`config.mk`:
```
export PLATFORM = sky130hd
export DESIGN_NAME = board_writer
export DESIGN_NICKNAME = d
export VERILOG_FILES = /design/src/rtl/board_writer.sv
export SDC_FILE = /design/constraint.sdc
export NUM_CORES = 1
export LEC_CHECK = 0
export ABC_AREA = 1
export BUFFER_PORTS_ARGS = -buffer_cell sky130_fd_sc_hd__buf_2
export CORE_MARGIN = 5
export CORE_UTILIZATION = 35
export CTS_CLUSTER_DIAMETER = 50
export CTS_CLUSTER_SIZE = 24
export DETAILED_ROUTE_END_ITERATION = 7
export HOLD_SLACK_MARGIN = 0.02
export RECOVER_POWER = 50
export SLEW_MARGIN = 20
export SYNTH_ARGS = -nofsm -noshare
export SYNTH_HDL_FRONTEND = slang
export SYNTH_SLANG_ARGS = --single-unit
```
`constraint.sdc`:
```
create_clock -name clk -period 2.6 [get_ports clk]
set_input_delay 0.52 -clock clk [delete_from_list [all_inputs] [get_ports clk]]
set_output_delay 0.52 -clock clk [all_outputs]
set_load 0.02 [all_outputs]
```
`src/rtl/board_writer.sv`:
```
// rtl/board_writer.sv - Score 4 board register with animated column drops
// Pieces fall one row per FALL_CYCLES clocks, then land and pass the turn.
module board_writer #(
  parameter int FALL_CYCLES = 4
) (
  input  logic                  clk,
  input  logic                  rst,
  input  logic                  new_game,
  input  logic                  move_valid,
  input  logic [2:0]            move_col,
  output logic [6:0][5:0][1:0]  panel,
  output logic [1:0]            turn,
  output logic                  busy,
  output logic                  illegal,
  output logic                  done,
  output logic [2:0]            last_col,
  output logic [2:0]            last_row
);

  localparam logic [7:0] CNT_MAX = 8'(FALL_CYCLES - 1);

  typedef enum logic [1:0] {IDLE, FALL, LAND} state_t;

  state_t                 state, state_d;
  logic [2:0]             col, col_d;
  logic [2:0]             row, row_d;
  logic [2:0]             row_inc;
  logic [7:0]             cnt, cnt_d;
  logic [6:0][5:0][1:0]   panel_d;
  logic [1:0]             turn_d;
  logic                   busy_d, illegal_d, done_d;
  logic [2:0]             last_col_d, last_row_d;

  assign row_inc = row + 3'd1;

  always_comb begin
    state_d    = state;
    col_d      = col;
    row_d      = row;
    cnt_d      = cnt;
    panel_d    = panel;
    turn_d     = turn;
    busy_d     = busy;
    illegal_d  = 1'b0;
    done_d     = 1'b0;
    last_col_d = last_col;
    last_row_d = last_row;
    if (new_game) begin
      state_d    = IDLE;
      col_d      = 3'd0;
      row_d      = 3'd0;
      cnt_d      = 8'd0;
      panel_d    = '0;
      turn_d     = 2'b01;
      busy_d     = 1'b0;
      last_col_d = 3'd0;
      last_row_d = 3'd0;
    end else begin
      case (state)
        IDLE: begin
          if (move_valid) begin
            // Short-circuit keeps the out-of-range column from indexing the board.
            if (move_col > 3'd6 || panel[move_col][0] != 2'b00) begin
              illegal_d = 1'b1;
            end else begin
              col_d                = move_col;
              panel_d[move_col][0] = turn;
              row_d                = 3'd0;
              cnt_d                = 8'd0;
              busy_d               = 1'b1;
              state_d              = FALL;
            end
          end
        end
        FALL: begin
          if (cnt == CNT_MAX) begin
            cnt_d = 8'd0;
            if (row == 3'd5 || panel[col][row_inc] != 2'b00) begin
              state_d = LAND;
            end else begin
              // Clear and set in the same update so the piece is never doubled.
              panel_d[col][row]     = 2'b00;
              panel_d[col][row_inc] = turn;
              row_d                 = row_inc;
            end
          end else begin
            cnt_d = cnt + 8'd1;
          end
        end
        LAND: begin
          last_col_d = col;
          last_row_d = row;
          done_d     = 1'b1;
          turn_d     = {turn[0], turn[1]};
          busy_d     = 1'b0;
          state_d    = IDLE;
        end
        default: state_d = IDLE;
      endcase
    end
  end

  always_ff @(posedge clk) begin
    if (rst) begin
      state    <= IDLE;
      col      <= 3'd0;
      row      <= 3'd0;
      cnt      <= 8'd0;
      panel    <= '0;
      turn     <= 2'b01;
      busy     <= 1'b0;
      illegal  <= 1'b0;
      done     <= 1'b0;
      last_col <= 3'd0;
      last_row <= 3'd0;
    end else begin
      state    <= state_d;
      col      <= col_d;
      row      <= row_d;
      cnt      <= cnt_d;
      panel    <= panel_d;
      turn     <= turn_d;
      busy     <= busy_d;
      illegal  <= illegal_d;
      done     <= done_d;
      last_col <= last_col_d;
      last_row <= last_row_d;
    end
  end

endmodule

```
=== Word-level counts from Yosys, hierarchy flattened ===
Cells that the tools add are included.

* Multiplexer cells: 42
* Bitwise gates (word level): 5
* Add/subtract/negate cells: 2
* Reduce and logical (&&, ||, !) cells: 18
* Eq/ne operators: 9
* Magnitude comparators: 9

{| class="wikitable"
|+ Operator list
! cell !! count
|-
| 84-bit 2-to-1 mux || 4
|-
| 84-bit bitwise mux || 2
|-
| 84-bit case mux with 2 select lines || 1
|-
| 12-bit demux with 3-bit select || 3
|-
| 84-bit AND || 1
|-
| 84-bit NOT || 1
|-
| 12-bit binary-select mux with 3-bit select || 2
|-
| 12-bit 2-to-1 mux || 3
|-
| 8-bit 2-to-1 mux || 3
|-
| 2-bit 2-to-1 mux || 9
|-
| 3-bit by 4-bit < comparator with 1-bit output, second input constant || 4
|-
| 8-bit case mux with 2 select lines || 1
|-
| 2-bit demux with 3-bit select || 2
|-
| 3-bit by 1-bit greater-or-equal comparator with 1-bit output, second input constant || 4
|-
| 3-bit 2-to-1 mux || 4
|-
| 2-bit != test, second input constant || 5
|-
| 3-bit AND reduction || 3
|-
| 8-bit by 1-bit adder with 8-bit output, second input constant || 1
|-
| 8-bit by 2-bit == test with 1-bit output, second input constant || 1
|-
| 2-bit nonzero test || 4
|-
| 2-bit binary-select mux with 3-bit select || 1
|-
| 3-bit case mux with 2 select lines || 1
|-
| 5-bit AND reduction || 1
|-
| 1-bit logical AND || 4
|-
| 14 further kinds || 20
|}

* Input bits: 7
* Logic and storage cells: 137
* Bits in registers: 111
* Output and inout port bits: 95

=== Depth between registers and ports, before layout ===
Gate-level depths: netlist of the first run.

* Word-level depth: 12
* Gate-level depth with buffers: 18
* Depth with buffers taken out: 15

=== Worst setup path before layout of the first run ===
Ideal clock, no wire load.

* Kind: input to register
* Start: in move_col[1]
* End: reg panel[44] (netlist bit)
* Path slack: 0.461 ns
* Required time: 2.484 ns
* Path buffers: 3
* Arrival time: 2.024 ns
* Cell stages on the path: 13
* Library setup time: 0.116 ns
* Cells stage by stage: buf_2 nor3_1 nand2_1 nand3_1 nor2_1 nand2_1 nand2_1 nor2_1 nand3_4 buf_6 buf_6 o21ai_0 nor2_1

* Longest elaborated chain between the ends: 6
* Elaborated cells on any way between the ends: 12
* Classes of those cells: order compare: 1; eq/ne: 1; mux: 7; reduce/logical: 3

{| class="wikitable"
|+ Ends and longest elaborated chain
! element !! RTL line !! source
|-
| start, declared || 10 || <nowiki>input logic [2:0] move_col,</nowiki>
|-
| 12-bit binary-select mux with 3-bit select || 63 || <nowiki>if (move_col > 3'd6 || panel[move_col][0] != 2'b00) begin</nowiki>
|-
| 2-bit 2-to-1 mux (implied by the code) || 63 ||
|-
| 2-bit nonzero test || 63 ||
|-
| 1-bit logical OR || 63 ||
|-
| 2-bit != test (no source line) || -- ||
|-
| 5-bit AND reduction (no source line) || -- ||
|-
| end signal, assigned || 121 || <nowiki>panel <= panel_d;</nowiki>
|-
| end, declared || 11 || <nowiki>output logic [6:0][5:0][1:0] panel,</nowiki>
|}

Several ways; a longest one is shown, not always the timed one. The select of a mux whose other input is x is not followed.
A chain may end at the register's enable or synchronous reset.

=== Final worst setup path of the first run ===
* Start: reg col[0]
* End: reg panel[21] (netlist bit)

* Longest elaborated chain between the ends: 10
* Elaborated cells on any way between the ends: 21
* Classes of those cells: order compare: 2; eq/ne: 1; mux: 12; bitwise: 2; reduce/logical: 4

{| class="wikitable"
|+ Ends and longest elaborated chain
! element !! RTL line !! source
|-
| start, declared || 25 || <nowiki>logic [2:0] col, col_d;</nowiki>
|-
| start signal, assigned || 118 || <nowiki>col <= col_d;</nowiki>
|-
| 3-bit by 4-bit < comparator with 1-bit output (implied by the code) or 3-bit by 1-bit greater-or-equal comparator with 1-bit output (tied branches) || 82, 83 ||
|-
| 1-bit logical AND (implied by the code) || 82, 83 ||
|-
| 12-bit 2-to-1 mux (implied by the code) || 82 || <nowiki>panel_d[col][row] = 2'b00;</nowiki>
|-
| 12-bit demux with 3-bit select || 82 ||
|-
| 84-bit NOT (no source line) || -- ||
|-
| 84-bit AND (no source line) || -- ||
|-
| 84-bit bitwise mux || 83 || <nowiki>panel_d[col][row_inc] = turn;</nowiki>
|-
| 84-bit 2-to-1 mux || 78 || <nowiki>if (row == 3'd5 || panel[col][row_inc] != 2'b00) begin</nowiki>
|-
| 84-bit 2-to-1 mux || 76 || <nowiki>if (cnt == CNT_MAX) begin</nowiki>
|-
| 84-bit case mux with 2 select lines || 59 || <nowiki>case (state)</nowiki>
|}

Several ways; a longest one is shown, not always the timed one. The select of a mux whose other input is x is not followed.

==> results.cfg, run 1 <==
[sta]
hold_slack_ns = 0.4408
finalHoldViolations = 0
clock_skew_ns = 0.009665
fin_crit_ns = 2.394
setup_violations = 0
clock.fmax_mhz = 417.8
setup_tns_ns = 0
fin_crit_sh = 0.9206
final_max_slew_viol_count = 0
rsz0062_at_grt = no
slew_headroom = 0.4810
worst_pin_slew_ns = 0.7726

[global_routing]
overflow = 0
grt_use_total = 0.2113
antenna_found_initial = 0
grt.busiest_layer = met2
grt_first_pass_wirelength_um = 37940
grt.met3_usage = 0.04159
grtUsageMet1 = 0.2876
grt_max_degree = 45
grt_pass1_vias = 7115
grt_util_met2 = 0.3407

[yosys]
synth_edf_count = 0
synth-async-reset-ratio = 0
syn_inst = 1206
synth_nets = 1216
synth_compound_area_frac = 0.1910
netlist-cell-type-count = 31
synth_mux_area_frac = 0
synth_top_family_by_area = simple AND/OR/NAND/NOR gates
ys_warn_count = 0
netlist_area_um2 = 6995
synth_xor_area_frac = 0.002504
synthAdderAreaFrac = 0.005366
synthFlopType = dfxtp_1
ys_ff_latch = 111
synth.avg_cell_area_um2 = 5.801
synthSimpleGateAreaFrac = 0.3572
ys_seq_area_frac = 0.3177

[critical_path]
start_kind = flip-flop
end_kind = flip-flop
crit_fanout = 19
cp.arrival_ns = 2.65
cp.required_ns = 2.85
path_class = reg2reg

[pwr]
ir_drop_uv = 354.5
power_mw = 3.722
power_density_nw_per_um2 = 451.2
leakagePower_nw = 3.772

[clocking]
clock-sinks = 111
insertion_delay_ns = 0.37
post_cts_buffers = 0
clockRootBuffer = clkbuf_16
cts_tree = done
cts.clk_slew.worst_paths_ns = 0.07
clockBufferDepth = 2
hold_buffers = 0
numCtsBuffers = 9
h-tree-depth = 3

[placed_design]
routabilityCongestion = 0.9452
io_buffer_count = 101
dp_hpwl_um = 17700

[final_layout]
regArea_um2 = 2226
most-common-layout-cells = 406 x nand2_1, 159 x inv_1, 151 x o21ai_0, 108 x dfxtp_1, 105 x nor2_1
multi_input_area_um2 = 3900
nets = 1324
final_common_cell = nand2_1
drive_above_1_share = 0.06899
area_growth_syn_to_layout_pct = 17.90
fillerInstances = 2258
antenna_cells = 0
fin_util = 0.4210

[floorplanning]
placementRows = 51
start_util = 0.3571
pin_count = 102
core_region_area_um2 = 19590
fp.dieH_um = 151.4
dieArea_um2 = 22910
die_x_um = 151.4

[drt]
drt-vias-per-instance = 4.981
wl_per_cell_um = 15.30
drc_errors = 0
vias = 7890
postRouteAntennaNets = 0
drt_first_pass_iters = 7
drt_iter0_drc = 600
totalWireLength_um = 24240

[run_status]
outcome = completed

[worst_hold_path]
min_path_type = in2reg

[job]
maxCapViolations = 0
==> synth_stat cells (all sizes together) (12+ instances only) <==
cell	number	area share
nor2	110	0.061
nand4	20	0.018
buf	26	0.023
inv	161	0.086
a21oi	89	0.064
nand3	57	0.043
nor3	12	0.0086
clkbuf	31	0.017
o211ai	15	0.016
nand2	408	0.22
dfxtp	111	0.32
o21ai	151	0.11
==> where the power goes <==
group	switching, mW	leakage [nW]	internal [mW]
logic	0.331	2.73	0.154
registers	0.0263	0.897	1.73
clock network	0.681	0.145	0.804
==> path summary, 6_finish.rpt <==
| path | start | to | slack (ns) | cells after the start |
|---|---|---|---|---|
| hold reg to reg | busy$_SDFFE_PP0P_ | busy$_SDFFE_PP0P_ | 0.48 | 2 |
| setup reg to reg | col[0]$_SDFFE_PP0P_ | panel[21]$_SDFFE_PP0P_ | 0.21 | 15 |
| setup / recovery | col[0]$_SDFFE_PP0P_ | panel[21]$_SDFFE_PP0P_ | 0.21 | 15 |
| hold / removal | move_valid | illegal$_SDFF_PP0_ | 0.44 | 3 |
==> routing by layer <==
| metal | wire (µm) | vias to the layer above |
|---|---|---|
| li1 | - | 4048 |
| met1 | 11100 | 3550 |
| met2 | 11090 | 259 |
| met3 | 1562 | 33 |
| met4 | 484 | 0 |
| met5 | 0 | - |
==> per-stage QoR <==
step / instance area [µm²] / cells / worst slack (ns)
2_1_floorplan: 6995 / 1206 / 0.4606
3_3_place_gp: 8046 / 1568 / 0.2499
3_5_place_dp: 8046 / 1568 / 0.2359
4_1_cts: 8357 / 1584 / 0.2003
5_1_grt: 8248 / 1584 / 0.009926
6_report: 8248 / 1584 / 0.2065
==> state kept, by name, indices dropped and copies added (netlist names) <==
signal / count
turn: 2
done: 1
row: 3
busy: 1
state: 2
last_row: 3
illegal: 1
col: 3
cnt: 8
panel: 84
last_col: 3
==> logic make-up (layout without fill, tap and decap cells) <==
family	Yosys count	after routing
AND/OR/NAND/NOR	614	614
XOR/XNOR	2	2
buffers and inverters	218	331
AO/OA/AOI/OAI	258	258
adder cells (fa/ha/maj)	3	3
flip-flops	111	111
==> what timing repair did <==
action,in CTS,in global routing
gates resized for setup,0,5
hold endpoints to repair,0,0
endpoints found under the setup margin,0,22
==> final cells by class <==
cell class	count	area share
well taps	265	0.04020
multi-input cells	877	0.4728
inverters	161	0.07327
clock buffers	12	0.03110
repair buffers	154	0.1062
clock inverters	4	0.006523
flip-flops and latches	111	0.2699
==> worst max-delay path, cell delays in order (launching register included) <==
cell	delay (ns)
dfxtp_1	0.37
inv_1	0.14
buf_4	0.20
nor2_1	0.32
nand2_1	0.17
nand2_1	0.10
nor2_1	0.04
nand3_1	0.09
nand3_1	0.07
nand2_1	0.16
nor2_4	0.07
nand3_4	0.10
buf_4	0.26
nand2_1	0.09
nand2_1	0.06
a21oi_1	0.04
No activity file was read; power rests on OpenSTA's default activity.
==> run 2: changes to the inputs <==
--- a/config.mk
+++ b/config.mk
@@ -10,4 +10,5 @@
 export CORE_MARGIN = 5
 export CORE_UTILIZATION = 35
+export CTS_BUF_LIST = sky130_fd_sc_hd__clkbuf_4 sky130_fd_sc_hd__clkbuf_8 sky130_fd_sc_hd__clkbuf_16
 export CTS_CLUSTER_DIAMETER = 50
 export CTS_CLUSTER_SIZE = 24
==> constraint.sdc (replaced) <==
create_clock -name clk -period 2.6 [get_ports clk]
set_input_delay 0.52 -clock clk [delete_from_list [all_inputs] [get_ports clk]]
set_output_delay 0.52 -clock clk [all_outputs]
set_load 0.05 [all_outputs]
==> run 2 against run 1 <==
Compared with the run above: routed wire length up 0.28%; clock skew up 0.0010 ns; utilization about the same; register-to-register slack worse by 0.02 ns; largest power group unchanged.
==> results.cfg, run 2 (same netlist as run 1, synthesis figures left out) <==
[run_status]
outcome = completed

[final_layout]
top_register = panel
regArea_um2 = 2225
reg_top3 = panel: 84 flops, cnt: 8 flops
most-common-layout-cells = 406 x nand2_1, 159 x inv_1, 150 x o21ai_0, 109 x dfxtp_1, 106 x nor2_1
antenna_cells = 0
largest_reg_flops = 84
area_growth_syn_to_layout_pct = 17.80
fillerInstances = 2225
nets = 1324
final_common_cell = nand2_1
multi_input_area_um2 = 3901
drive_above_1_share = 0.07127

[floorplanning]
fp.dieH_um = 151.4
die_x_um = 151.4
placementRows = 51
start_util = 0.3571
pin_count = 102
dieArea_um2 = 22910
core_region_area_um2 = 19590

[sta]
finalHoldViolations = 0
setup_violations = 0
clock.fmax_mhz = 413.6
rsz0062_at_grt = no
worst_pin_slew_ns = 0.7173
setup_tns_ns = 0
fin_crit_sh = 0.9299
slew_headroom = 0.5181
hold_slack_ns = 0.4417
fin_crit_ns = 2.418
clock_skew_ns = 0.01071
final_max_slew_viol_count = 0

[critical_path]
cp.required_ns = 2.86
cpMostUsedCell = nand2_1
cp_cell_sequence = inv_1 > ha_1 > inv_1 > nand2_1 > inv_1 > nand3_1 > nand2_1 > nor2_4 > nand3_4 > inv_2 > buf_12 > nand2_1 > nand2_1 > nor2_1
crit_fanout = 32
cp.arrival_ns = 2.68
crit_path_max_incr_delay_ns = 0.54
path_class = reg2reg
start_kind = flip-flop
end_kind = flip-flop
crit_slowest_cell = dfxtp_1

[clocking]
numCtsBuffers = 9
clockBufferDepth = 2
clock-sinks = 111
clockRootBuffer = clkbuf_16
post_cts_buffers = 0
hold_buffers = 0
insertion_delay_ns = 0.37
h-tree-depth = 3
cts.clk_slew.worst_paths_ns = 0.08
cts_tree = done

[pwr]
combPwrFrac = 0.143
p_int_mw = 2.665
power_frac_clock = 0.390
power_frac_seq = 0.467
switching_share = 0.2896
leakagePower_nw = 3.789
p_sw_mw = 1.087
ir_drop_uv = 310.8
power_density_nw_per_um2 = 455.3

[placed_design]
io_buffer_count = 101
routabilityCongestion = 0.9455
dp_hpwl_um = 17740

[global_routing]
grt_pass1_vias = 7153
grt_first_pass_wirelength_um = 38390
overflow = 0
antenna_found_initial = 0
grt_max_degree = 45
grt_use_total = 0.2148

[job]
maxCapViolations = 0

[drt]
drt_first_pass_iters = 5
drt-vias-per-instance = 4.991
vias = 7905
drc_errors = 0
wl_per_cell_um = 15.35
totalWireLength_um = 24310
postRouteAntennaNets = 0
drt_iter0_drc = 538

[worst_hold_path]
min_path_type = in2reg
[run 2: power by group through the flow]
| stage | clock network (mW) | registers (mW) | logic [mW] |
|---|---|---|---|
| after floorplan | 0 | 1.86 | 0.297 |
| after global placement | 0 | 1.79 | 0.533 |
| after detailed placement | 0 | 1.79 | 0.536 |
| after CTS | 1.50 | 1.75 | 0.538 |
| after global routing | 1.57 | 1.76 | 0.593 |
| final | 1.46 | 1.75 | 0.535 |
[run 2: critical path, delay by kind of cell, from the launching register on]
family / cells / cell delay, ns
and+or+nand+nor: 8 / 0.81
DFF: 1 / 0.54
adders and majority gates: 1 / 0.32
buffers and inverters: 5 / 0.63
[run 2: layer usage]
layer / routed length [µm] / part of all wire / vias to the layer above / GRT usage
met2: 10970 / 0.45 / 250 / 0.3387
met3: 1753 / 0.072 / 40 / 0.04877
met5: 0 / 0 / - / 0
li1: - / - / 4058 / -
met4: 558 / 0.023 / 0 / 0.06346
met1: 11030 / 0.45 / 3557 / 0.2930
[run 2: what timing repair did]
| action | 4_1_cts | 5_1_grt |
|---|---|---|
| endpoints found under the setup margin | 0 | 83 |
| resized for setup | 0 | 5 |
| hold endpoints to repair | 0 | 0 |
[run 2: stage by stage]
stage / instance area (µm²) / utilization / total power, mW / worst slack, ns / std cells
6_report: 8240 / 0.4206 / 3.752 / 0.1823 / 1584
5_1_grt: 8240 / 0.4206 / 3.921 / 0.004545 / 1584
4_1_cts: 8349 / 0.4262 / 3.793 / 0.1584 / 1584
3_5_place_dp: 8046 / 0.4107 / 2.327 / 0.1965 / 1568
3_3_place_gp: 8046 / 0.4107 / 2.325 / 0.2494 / 1568
2_1_floorplan: 6995 / - / 2.157 / 0.4606 / 1206
[run 2: path summary, 6_finish.rpt]
| kind | slack, ns | to | from | depth (start not counted) |
|---|---|---|---|---|
| worst max-delay path | 0.18 | panel[77]$_SDFFE_PP0P_ | row[1]$_SDFFE_PP0P_ | 14 |
| worst min register to register | 0.49 | cnt[1]$_SDFFE_PP0P_ | cnt[1]$_SDFFE_PP0P_ | 2 |
| worst max register to register | 0.18 | panel[77]$_SDFFE_PP0P_ | row[1]$_SDFFE_PP0P_ | 14 |
| worst min-delay path | 0.44 | illegal$_SDFF_PP0_ | move_valid | 3 |
[run 2: cell type report]
type,count,share of cell area
multi-input combinational,877,0.4734
inverter,161,0.07334
tap,265,0.04024
sequential,111,0.2700
clock inverter,5,0.006833
clock buffer,11,0.02991
timing repair buffer,154,0.1063
==> run 3: changes to the inputs <==
Settings changed: ABC_AREA 1 to not set, CORE_UTILIZATION 35 to 56, PLACE_DENSITY set to 0.8.
==> run 3 against run 2 <==
Compared with the run above: global-route usage up 12 points; utilization increased by 35 points; cell area fell by 5.7%; via count fell by 14%; setup slack got worse by 0.29 ns; non-clock buffer count grew 65; synthesized cell count down 41%; maximum frequency down 11%; largest power group unchanged; area after synthesis shrank 18%; the flow now finishes with violations (capacitance limit, slew limit, setup timing).
==> results.cfg, run 3 <==
[worst_hold_path]
min_path_type = in2reg
hold_path_depth = 3
hold_start = move_valid

[final_layout]
nets = 894
fin_util = 0.7661
top_register = panel
final_common_cell = dfxtp_1
area_growth_syn_to_layout_pct = 35.28
instances_no_fill = 1025
most-common-layout-cells = 102 x dfxtp_1, 93 x nand2_1, 89 x buf_4, 72 x clkbuf_1, 54 x nor2_1
largest_reg_flops = 84
antenna_cells = 0
reg_top3 = panel: 84 flops, cnt: 8 flops
drive_above_1_share = 0.2722
fillerInstances = 758

[critical_path]
start_kind = flip-flop
crit_fanout = 11
rr_endpoint = panel[24]$_SDFFE_PP0P_
setup.worst_path.start = col[1]$_SDFFE_PP0P_
rrSetupSlack_ns = -0.10
crit_end = panel[24]$_SDFFE_PP0P_
cp.required_ns = 2.89
r2r-start = col[1]$_SDFFE_PP0P_
path_class = reg2reg
end_kind = flip-flop
rr_worst_depth = 11
cp.arrival_ns = 2.99

[clocking]
clockRootBuffer = clkbuf_8
cts_tree = done
hold_buffers = 0
insertion_delay_ns = 0.39
numCtsBuffers = 9
clock-sinks = 111
h-tree-depth = 3
clockBufferDepth = 2
cts.clk_slew.worst_paths_ns = 0.11

[drt]
drt_first_pass_iters = 5
wl_per_cell_um = 21.84
drc_errors = 0
drt_iter0_drc = 863
totalWireLength_um = 22390
postRouteAntennaNets = 0
vias = 6814
drt-vias-per-instance = 6.648

[yosys]
synth_edf_count = 0
synth-async-reset-ratio = 0
synth.area.top_cells = dfxtp_1 39%, nand2_1 6.1%, o21ai_0 4.4%
yosysTopAreaCell = dfxtp_1
yosys.area.top_type_share = 0.3870
synth_nets = 724
ys_seq_area_frac = 0.3870
yosysMostFrequentCell = dfxtp_1
synthFlopType = dfxtp_1
netlist-cell-type-count = 56
syn_inst = 714
synth.avg_cell_area_um2 = 8.042
yosys-top-cells-count = 111 x dfxtp_1, 93 x nand2_1, 59 x nor2_1
netlist_area_um2 = 5742
ys_ff_latch = 111
ys_warn_count = 0

[floorplanning]
placementRows = 37
dieArea_um2 = 12380
die_x_um = 111.3
pin_count = 102
core_region_area_um2 = 10140
fp.dieH_um = 111.3
start_util = 0.5663

[placed_design]
io_buffer_count = 101
routabilityCongestion = 1.049
dp_hpwl_um = 15780
dp_cells = 991

[pwr]
power_density_nw_per_um2 = 427.7
leakagePower_nw = 2.704
power_mw = 3.322
ir_drop_uv = 280.0

[sta]
clock_skew_ns = 0.01237
finalHoldViolations = 0
setup_slack_ns = -0.1044
rsz0062_at_grt = yes
final_max_slew_viol_count = 8
fin_crit_ns = 2.704
fin_crit_sh = 1.040
slew_headroom = -0.04391
worst_pin_slew_ns = 1.559
setup_violations = 31
clock.fmax_mhz = 369.8

[global_routing]
grt_max_degree = 39
overflow = 0
antenna_found_initial = 0
grt_use_total = 0.3334
grt_first_pass_wirelength_um = 33890
grt_pass1_vias = 6488

[run_status]
violations = capacitance limit, slew limit, setup timing
outcome = complete, but fails checks

[job]
maxCapViolations = 1
run 3: cell families after synthesis:
kind of cell,Yosys count,synth area share
adder cells (fa/ha/maj),3,0.006538
flip-flops,111,0.3870
XOR/XNOR,9,0.01373
buffers and inverters,66,0.04772
AO/OA/AOI/OAI,242,0.3042
AND/OR/NAND/NOR,279,0.2338
multiplexers,4,0.006973
run 3: worst min path at each step:
stage	end
global placement	last_row[0]$_SDFFE_PP0P_
CTS	illegal$_SDFF_PP0_
finish	illegal$_SDFF_PP0_
global route	illegal$_SDFF_PP0_
floorplan	cnt[1]$_SDFFE_PP0P_
detailed placement	last_row[1]$_SDFFE_PP0P_
run 3: repair_timing:
action	4_1_cts	5_1_grt
gates cloned	1	2
resized for setup	42	96
pin swaps	8	31
setup buffers	2	14
setup endpoints to repair	86	90
run 3: area by class of cell:
| class | instances | area (µm²) | area share |
|---|---|---|---|
| Timing Repair Buffer | 219 | 1471 | 0.1894 |
| Multi-Input combinational cell | 537 | 3677 | 0.4734 |
| Clock buffer | 10 | 137.6 | 0.01772 |
| Sequential cell | 111 | 2238 | 0.2882 |
| Clock inverter | 6 | 50.05 | 0.006443 |
| Inverter | 6 | 22.52 | 0.002899 |
| Tap cell | 136 | 170.2 | 0.02191 |
run 3: report_power, final:
group	total [mW]	internal, mW	switching, mW
Sequential	1.72	1.71	0.0135
Combinational	0.580	0.228	0.352
Clock	1.02	0.389	0.630
Total	3.32	2.33	0.996
run 3: critical path, cell delays in order (launching register included):
cell and delay [ns]:
dfxtp_2 0.35, buf_6 0.14, buf_6 0.14, nor2_1 0.15, a211oi_1 0.08, or4_4 0.50, o211ai_4 0.21, o211ai_4 0.20
buf_12 0.21, buf_12 0.13, a311o_1 0.30, a32o_1 0.19
run 3: metrics by stage:
step	area (µm²)	hold WS (ns)	setup TNS, ns	setup slack [ns]
after floorplan	5744	0.4629	0	0.01287
after global placement	6935	0.4437	-7.073	-0.1295
after detailed placement	6935	0.4450	-9.885	-0.2229
after CTS	7293	0.3786	-0.09330	-0.03124
after global routing	7767	0.3819	-5.042	-0.1957
final	7767	0.3846	-1.491	-0.1044
run 3: routing by layer:
layer / wire length [µm] / track usage / up-vias
met2: 10600 / 0.5396 / 441
met3: 2189 / 0.05622 / 91
li1: - / - / 3061
met5: 0 / 0 / -
met1: 8426 / 0.4178 / 3221
met4: 1171 / 0.1914 / 0
